## config.mk

```make
export PLATFORM = sky130hd
export DESIGN_NAME = npu_result_writer
export DESIGN_NICKNAME = d
export VERILOG_FILES = /design/src/rtl/npu_pkg.sv /design/src/rtl/npu_res_snap.sv /design/src/rtl/npu_result_writer.sv
export SDC_FILE = /design/constraint.sdc
export NUM_CORES = 1
export LEC_CHECK = 0
export ABC_AREA = 1
export CAP_MARGIN = 40
export CORE_MARGIN = 1
export CORE_UTILIZATION = 40
export CTS_BUF_LIST = sky130_fd_sc_hd__clkbuf_2
export DETAILED_ROUTE_END_ITERATION = 7
export GPL_TIMING_DRIVEN = 0
export HOLD_SLACK_MARGIN = 0.02
export PLACE_DENSITY_LB_ADDON = 0.25
export SKIP_LAST_GASP = 1
export SLEW_MARGIN = 40
export SYNTH_ARGS = -nofsm -noshare
export SYNTH_HDL_FRONTEND = slang
export SYNTH_SLANG_ARGS = --single-unit
```

## constraint.sdc

```tcl
create_clock -name clk -period 34.2 [get_ports clk]
set_input_delay 3.42 -clock clk [delete_from_list [all_inputs] [get_ports clk]]
set_output_delay 3.42 -clock clk [all_outputs]
set_load 0.1 [all_outputs]
```

## src/rtl/npu_pkg.sv

```systemverilog
// Shared NPU constants: matrix geometry, memory map of the 32-entry NPU memory,
// and the result-writer state encoding.
package npu_pkg;

    localparam int DATA_W   = 32;
    localparam int MUL_SIZE = 3;
    localparam int N_RES    = MUL_SIZE * MUL_SIZE;
    localparam int ADDR_W   = 5;
    localparam int IDX_W    = $clog2(N_RES);

    localparam int A_BASE = 0;
    localparam int B_BASE = 9;
    localparam int C_BASE = 18;

    localparam logic [ADDR_W-1:0] C_BASE_A = ADDR_W'(C_BASE);
    localparam logic [IDX_W-1:0]  LAST_IDX = IDX_W'(N_RES - 1);

    typedef enum logic [1:0] {
        IDLE = 2'd0,
        SEND = 2'd1,
        DONE = 2'd2
    } state_e;

endpackage

```

## src/rtl/npu_res_snap.sv

```systemverilog
// Capture bank for the systolic-array result words: a load strobe copies the
// whole packed vector, and an index mux reads one word back.
module npu_res_snap
    import npu_pkg::*;
#(
    parameter int WORD_W = DATA_W,
    parameter int DEPTH  = N_RES,
    parameter int SEL_W  = $clog2(DEPTH)
) (
    input  logic                    clk,
    input  logic                    rst,
    input  logic                    load,
    input  logic [DEPTH*WORD_W-1:0] d_flat,
    input  logic [SEL_W-1:0]        idx,
    output logic [WORD_W-1:0]       q
);

    logic [WORD_W-1:0] snap_q [DEPTH];

    // Word bank: cleared on reset, fully overwritten on load.
    always_ff @(posedge clk) begin
        if (!rst) begin
            for (int i = 0; i < DEPTH; i++) begin
                snap_q[i] <= '0;
            end
        end else if (load) begin
            for (int i = 0; i < DEPTH; i++) begin
                snap_q[i] <= d_flat[i*WORD_W +: WORD_W];
            end
        end
    end

    // Read mux; out-of-range indices read as zero.
    always_comb begin
        q = '0;
        if (idx < SEL_W'(DEPTH)) begin
            q = snap_q[idx];
        end else begin
            q = '0;
        end
    end

endmodule

```

## src/rtl/npu_result_writer.sv

```systemverilog
// Drains the nine result words into the C region of NPU memory as a serial
// valid/ready write burst, triggered by a rising edge of the core's ack level.
module npu_result_writer
    import npu_pkg::*;
(
    input  logic                    clk,
    input  logic                    rst,
    input  logic                    ack_in,
    input  logic [N_RES*DATA_W-1:0] c_flat,
    output logic                    wr_valid,
    input  logic                    wr_ready,
    output logic [ADDR_W-1:0]       wr_addr,
    output logic [DATA_W-1:0]       wr_data,
    output logic                    busy,
    output logic                    done,
    output logic                    err,
    input  logic                    err_clr
);

    state_e            state_q, state_d;
    logic [IDX_W-1:0]  idx_q, idx_d;
    logic              ack_q;
    logic              err_q, err_d;
    logic              rise_s;
    logic              load_s;
    logic [DATA_W-1:0] snap_word_s;

    assign rise_s = ack_in & ~ack_q;

    npu_res_snap #(
        .WORD_W (DATA_W),
        .DEPTH  (N_RES),
        .SEL_W  (IDX_W)
    ) u_snap (
        .clk    (clk),
        .rst    (rst),
        .load   (load_s),
        .d_flat (c_flat),
        .idx    (idx_q),
        .q      (snap_word_s)
    );

    // State, index, ack history and sticky error; ack history resets high so a
    // level already present at reset release is not mistaken for a new rise.
    always_ff @(posedge clk) begin
        if (!rst) begin
            state_q <= IDLE;
            idx_q   <= '0;
            ack_q   <= 1'b1;
            err_q   <= 1'b0;
        end else begin
            state_q <= state_d;
            idx_q   <= idx_d;
            ack_q   <= ack_in;
            err_q   <= err_d;
        end
    end

    // Next-state logic; DONE behaves like IDLE for a fresh rise.
    always_comb begin
        state_d = state_q;
        idx_d   = idx_q;
        load_s  = 1'b0;
        err_d   = err_q;
        case (state_q)
            IDLE, DONE: begin
                if (rise_s) begin
                    state_d = SEND;
                    idx_d   = '0;
                    load_s  = 1'b1;
                end else begin
                    state_d = IDLE;
                    idx_d   = '0;
                end
            end
            SEND: begin
                if (wr_ready) begin
                    if (idx_q == LAST_IDX) begin
                        state_d = DONE;
                        idx_d   = '0;
                    end else begin
                        idx_d = idx_q + IDX_W'(1);
                    end
                end else begin
                    idx_d = idx_q;
                end
            end
            default: begin
                state_d = IDLE;
                idx_d   = '0;
            end
        endcase
        if (rise_s && (state_q == SEND)) begin
            err_d = 1'b1;
        end else if (err_clr) begin
            err_d = 1'b0;
        end else begin
            err_d = err_q;
        end
    end

    // Outputs decode only registered state, so nothing depends on wr_ready.
    assign wr_valid = (state_q == SEND);
    assign busy     = (state_q == SEND);
    assign done     = (state_q == DONE);
    assign wr_addr  = (state_q == SEND) ? (C_BASE_A + ADDR_W'(idx_q)) : '0;
    assign wr_data  = (state_q == SEND) ? snap_word_s : '0;
    assign err      = err_q;

endmodule

```

==> metrics.cfg, run 1 <==
[cts]
clk_latency_ns=0.89
clockBufferDepth=3
post-cts-setup-buffer-count=0
h-tree-depth=3
cts_root_buffer=clkbuf_2
hold_buffers=0
cts_tree=done
ctsResizeCount=0
cts_buffers=78
numClockSinks=300
clkTransAtPathRegs_ns=0.10

[critical_path]
critical-path-slowest-cell=buf_1
critPathMaxStageDelay_ns=0.52
crit_family=buffers and inverters
worst_r2r_path_depth=9
worstSetupPathDepth=7
end_kind=primary output
start_kind=flip-flop
cp_cell_sequence=clkbuf_1 -> buf_1 -> nand3_1 -> nand3_1 -> nand2_1 -> inv_1 -> buf_2
crit_top_cell=nand3_1
cp.required_ns=30.78
worst-path-buf-inv=4
worst-setup-path-type=reg2out
critPathArrivalTime_ns=3.18
cp_max_fo=10

[placement]
portBuffers=333
gp_routability_congestion=0.886
dp_slack_ns=28.08
dp_hpwl_mm=32.9

[grt]
antenna_found_initial=2
grtUsageTotal_pct=23.0
grt_pass1_vias=12000
grt_start_max_net_pins=21
overflow=0
grt_first_pass_wirelength_mm=65.6

[floorplan]
dieHeight_um=194
num_rows=70
fp.dieW_um=194
io_pins=334
core_um2=36400
start_util_pct=40.5
fp.dieArea_um2=37700

[min_path]
hold_class=reg2reg
whs_path_depth=2

[finish]
drive_gt1_share_pct=14.9
final_cell_mix=inv_1 (333), nor2_1 (301), nand2_1 (298), clkdlybuf4s50_1 (292), edfxtp_1 (288)
fin_nets=2354
area_growth_syn_to_layout_pct=31.6
final_common_cell=inv_1

[logic_synthesis]
synth_seq_cells=300
async_flop_share_pct=0
synth_area_leaders=edfxtp_1 (59%), inv_1 (8.5%), nand3_1 (7.7%)
syn_area_per_cell_um2=9.08
synth.distinct_cells=26
seq_area_frac_synth_pct=60.2
yosys_warnings=0
syn_nets=1923
synth_edf_count=288
yosysTopAreaCell=edfxtp_1
synth_top_cell_area_share_pct=58.6
synth_ff_type=edfxtp_1
synth_cells=1627
syn-cell-area_um2=14800

[sta]
setup_slack_ns=27.60
tns_ns=0
clock.fmax_mhz=151
rsz0062_at_grt=no
hold_ws_ns=0.474
min_period_ns=6.60
final_hold_viol_count=0
finClkSkew_ns=0.0449
slew_violations=0
setup_viol=0
slew-limit-headroom_pct=60.5
period_share_pct=19.3
tightest_slew_ns=0.592

[flow_run]
drv_cap=0

[outcome]
status=complete, no violations

[route]
wire_per_inst_um=16.7
totalWireLength_mm=43.0
ant_nets=0
viasPerCell=4.62
drtPass1Iterations=5
route.detailed.drc=0
drtIter0Drc=903
vias=11900

[power_and_ir_drop]
leakage_nw=9.27
vdd_drop_max_uv=15.1
power.density_nw_per_um2=39.5

[worst min-delay path, stage by stage (launching register included)]
cell,delay (ns)
dfxtp_1,0.32
nand2_1,0.05
o22ai_1,0.06
[through the flow]
stage | power [mW] | cells | utilization [%] | instance area (um2)
6_report | 0.767 | 2581 | 53.4 | 19400
5_1_grt | 0.802 | 2581 | 53.4 | 19400
4_1_cts | 0.774 | 2579 | 53.3 | 19400
3_5_place_dp | 0.535 | 2446 | 51.5 | 18800
3_3_place_gp | 0.554 | 2428 | 51.3 | 18700
2_1_floorplan | 0.496 | 1627 | - | 14800
[power breakdown]
group | internal, mW | leakage (nW) | switching [mW]
registers | 0.424 | 3.07 | 0.00565
clock network | 0.0923 | 0.516 | 0.149
logic | 0.0461 | 5.69 | 0.0503
total | 0.562 | 9.27 | 0.205
[synthesized netlist by cell type, types with 2 or more instances]
cell,instances
nand4_1,2
buf_12,5
buf_4,20
clkbuf_1,11
edfxtp_1,288
nor2_1,301
inv_2,4
buf_6,19
o21ai_0,2
nand2_1,298
nor2_2,50
nor2_4,11
buf_1,5
ha_1,3
nand3_1,226
inv_1,333
buf_2,29
dfxtp_1,12
[area by class of cell]
cell class	instances	area [um2]
Buffer	90	684
Tap cell	468	586
Clock inverter	25	123
Sequential cell	300	8890
Timing Repair Buffer	351	3410
Inverter	337	1260
Clock buffer	108	541
Antenna cell	2	5.00
Fill cell	3336	17000
Multi-Input combinational cell	900	3940
[cells by family (layout without fill, tap and decap cells)]
logic type,after synthesis,in the layout,share of synthesized area [%]
flip-flops,300,300,60.2
AND/OR/NAND/NOR,889,889,26.0
buffers and inverters,427,911,13.2
XOR/XNOR,2,2,0.119
adder cells (fa/ha/maj),3,3,0.254
other,0,2,0
multiplexers,1,1,0.0678
AO/OA/AOI/OAI,5,5,0.229
[sequential cells by signal (all words and copies together) (netlist names), named ones only]
| signal | cells |
|---|---|
| ack_q | 1 |
| err | 1 |
| idx_q | 4 |
| state_q | 2 |
| u_snap.snap_q | 288 |
[final timing paths]
check / slack [ns] / to / startpoint
setup / recovery: 27.60 / wr_data[12] / flip-flop
hold / removal: 0.47 / err$_SDFFE_PN0P_ / err$_SDFFE_PN0P_
setup reg to reg: 31.68 / u_snap.snap_q[6][15]$_SDFFCE_PN0P_ / ack_q$_SDFF_PN1_
hold reg to reg: 0.47 / err$_SDFFE_PN0P_ / err$_SDFFE_PN0P_
[metal layers]
layer  track usage (%)  vias up  share of wire [%]
li1                  -     5941                  -
met2              38.3      424                 48
met4              8.58        0                2.5
met5                 0        -                  0
met1              30.0     5479                 43
met3              3.90       70                6.8
Note: power is estimated with default switching activity, not from simulation.
==> run 2, diff against run 1 <==
- clock period: 34.2 -> 5.9 ns (I/O delays scaled with it)
==> run 2 against run 1 <==
Effect of this change:
- clock-buffer cell count increased by 5
- non-clock buffer count unchanged
- critical path depth unchanged
- hold slack got worse by 0.15 ns
- sequential share of layout area about the same
- routed wire length decreased by 0.70%
- total power increased to 5.8 times the previous value
- sequential cell count unchanged
- highest routed layer is now met5
==> metrics.cfg, run 2 (synthesis results as in run 1) <==
[outcome]
status=complete, no violations

[sta]
period_share_pct=59.9
final_hold_viol_count=0  ; unchanged
clock.fmax_mhz=283
rsz0062_at_grt=no
slew-limit-headroom_pct=60.1  ; -0.43 points
tightest_slew_ns=0.599  ; +0.00640 ns
slew_violations=0  ; unchanged
finClkSkew_ns=0.0384  ; -0.00648 ns
tns_ns=0  ; unchanged
hold_ws_ns=0.327  ; -0.146 ns
min_period_ns=3.54
setup_viol=0  ; unchanged

[floorplan]
start_util_pct=40.5  ; unchanged
io_pins=334  ; unchanged
num_rows=70  ; unchanged
dieHeight_um=194  ; unchanged
core_um2=36400  ; unchanged
fp.dieArea_um2=37700  ; unchanged
fp.dieW_um=194  ; unchanged

[min_path]
whs_path_depth=2  ; unchanged
hold_class=in2reg
min_from=err_clr

[finish]
reg_top3=u_snap.snap_q: 288 flops, idx_q: 4 flops, state_q: 2 flops
area_growth_syn_to_layout_pct=31.7  ; about the same
fin_nets=2354  ; unchanged
drive_gt1_share_pct=15.1  ; +0.21 points
regMostFlops=u_snap.snap_q
final_common_cell=inv_1
fillCellCount=3360  ; +0.72%
final_cell_mix=inv_1 (333), nor2_1 (301), nand2_1 (298), clkdlybuf4s50_1 (292), edfxtp_1 (288)
largest_reg_flops=288  ; unchanged

[flow_run]
drv_cap=0  ; unchanged

[cts]
h-tree-depth=3  ; unchanged
cts_buffers=78  ; unchanged
hold_buffers=0  ; unchanged
clkTransAtPathRegs_ns=0.09  ; about the same
post-cts-setup-buffer-count=0  ; unchanged
numClockSinks=300  ; unchanged
clk_latency_ns=0.89  ; about the same
cts_tree=done
ctsResizeCount=0  ; unchanged
clockBufferDepth=3  ; unchanged
cts_root_buffer=clkbuf_2

[critical_path]
cp.required_ns=5.31  ; -25.47 ns
cp_cell_sequence=clkbuf_1 -> buf_1 -> nand3_1 -> nand3_1 -> nand2_1 -> inv_1 -> buf_2
start_kind=flip-flop
crit_top_cell=nand3_1
rr_startpoint=ack_q$_SDFF_PN1_
critPathArrivalTime_ns=2.95  ; -0.23 ns
worst_r2r_path_depth=8  ; -1
end_kind=primary output
worst-setup-path-type=reg2out
cp_max_fo=10  ; unchanged
critPathMaxStageDelay_ns=0.44  ; -0.08 ns
critical-path-slowest-cell=buf_2

[grt]
grt_pass1_vias=12000  ; -0.52%
grtUsageTotal_pct=22.7  ; -0.26 points
grt_first_pass_wirelength_mm=64.7  ; -1.4%
overflow=0  ; unchanged
grt_start_max_net_pins=21  ; unchanged
antenna_found_initial=6  ; +4

[route]
route.detailed.drc=0  ; unchanged
vias=12000  ; +0.57%
wire_per_inst_um=16.6  ; -0.66%
viasPerCell=4.64  ; +0.61%
totalWireLength_mm=42.7  ; -0.70%
drtIter0Drc=787  ; -13%
ant_nets=0  ; unchanged
drtPass1Iterations=5  ; unchanged

[placement]
gp_routability_congestion=0.865  ; -2.3%
portBuffers=333  ; unchanged
dp_hpwl_mm=32.9  ; about the same

[power_and_ir_drop]
vdd_drop_max_uv=83.4  ; +450%
power.density_nw_per_um2=228  ; +480%
leakage_nw=9.28  ; +0.13%

==> run 2: cell count changes in the layout (fill, tap and decap cells not counted) <==
cell      change
buf_6         -1
diode_2       +2
buf_16        +1
clkinv_1      -7
clkbuf_2      +5
clkinv_2      +1
inv_2         -2
==> run 2: cell type report <==
| class | count | area [um2] | share of cell area [%] |
|---|---|---|---|
| well taps | 468 | 586 | 3.01 |
| inverters | 337 | 1260 | 6.50 |
| clock buffers | 113 | 566 | 2.91 |
| multi-input cells | 900 | 3940 | 20.3 |
| clock inverters | 17 | 93.8 | 0.482 |
| repair buffers | 351 | 3420 | 17.6 |
| plain buffers | 90 | 684 | 3.52 |
| flip-flops and latches | 300 | 8890 | 45.7 |
| diodes | 4 | 10.0 | 0.0514 |
==> run 2: report_power, final <==
group          internal, mW  leakage [nW]  switching, mW
combinational         0.269          5.69          0.294
clock                 0.548         0.521          0.847
sequential             2.46          3.07         0.0325
total                  3.27          9.28           1.17
==> run 2: metal layers <==
layer  routed length [um]  share of wire, %  track usage (%)  vias up
met4                 1250               2.9             8.32        4
met1                18000                42             29.2     5533
met5                   23             0.054                0        -
met3                 2910               6.8             4.59       92
met2                20500                48             37.9      412
li1                     -                 -                -     5941
==> run 2: worst max-delay path: cells and delay by family, from the launching register on <==
| family | cells | cell delay (ns) |
|---|---|---|
| AND/OR/NAND/NOR | 3 | 0.42 |
| flip-flops | 1 | 0.32 |
| buffers and inverters | 4 | 1.34 |
==> run 2: final timing paths <==
kind	end	slack [ns]
worst min-delay path	err$_SDFFE_PN0P_	0.33
worst max-delay path	wr_data[3]	2.36
worst max register to register	u_snap.snap_q[4][10]$_SDFFCE_PN0P_	3.74
worst min register to register	err$_SDFFE_PN0P_	0.49
==> run 2: per-stage QoR <==
| step | area (um2) | util (%) | total power, mW | instances | setup WS, ns |
|---|---|---|---|---|---|
| 5_1_grt | 19500 | 53.4 | 4.65 | 2580 | 2.05 |
| 4_1_cts | 19400 | 53.4 | 4.49 | 2576 | 2.20 |
| 6_report | 19500 | 53.4 | 4.45 | 2580 | 2.36 |
| 3_3_place_gp | 18700 | 51.3 | 3.10 | 2428 | -2.18 |
| 2_1_floorplan | 14800 | - | 2.80 | 1627 | 0.123 |
| 3_5_place_dp | 18800 | 51.6 | 3.10 | 2446 | 2.98 |
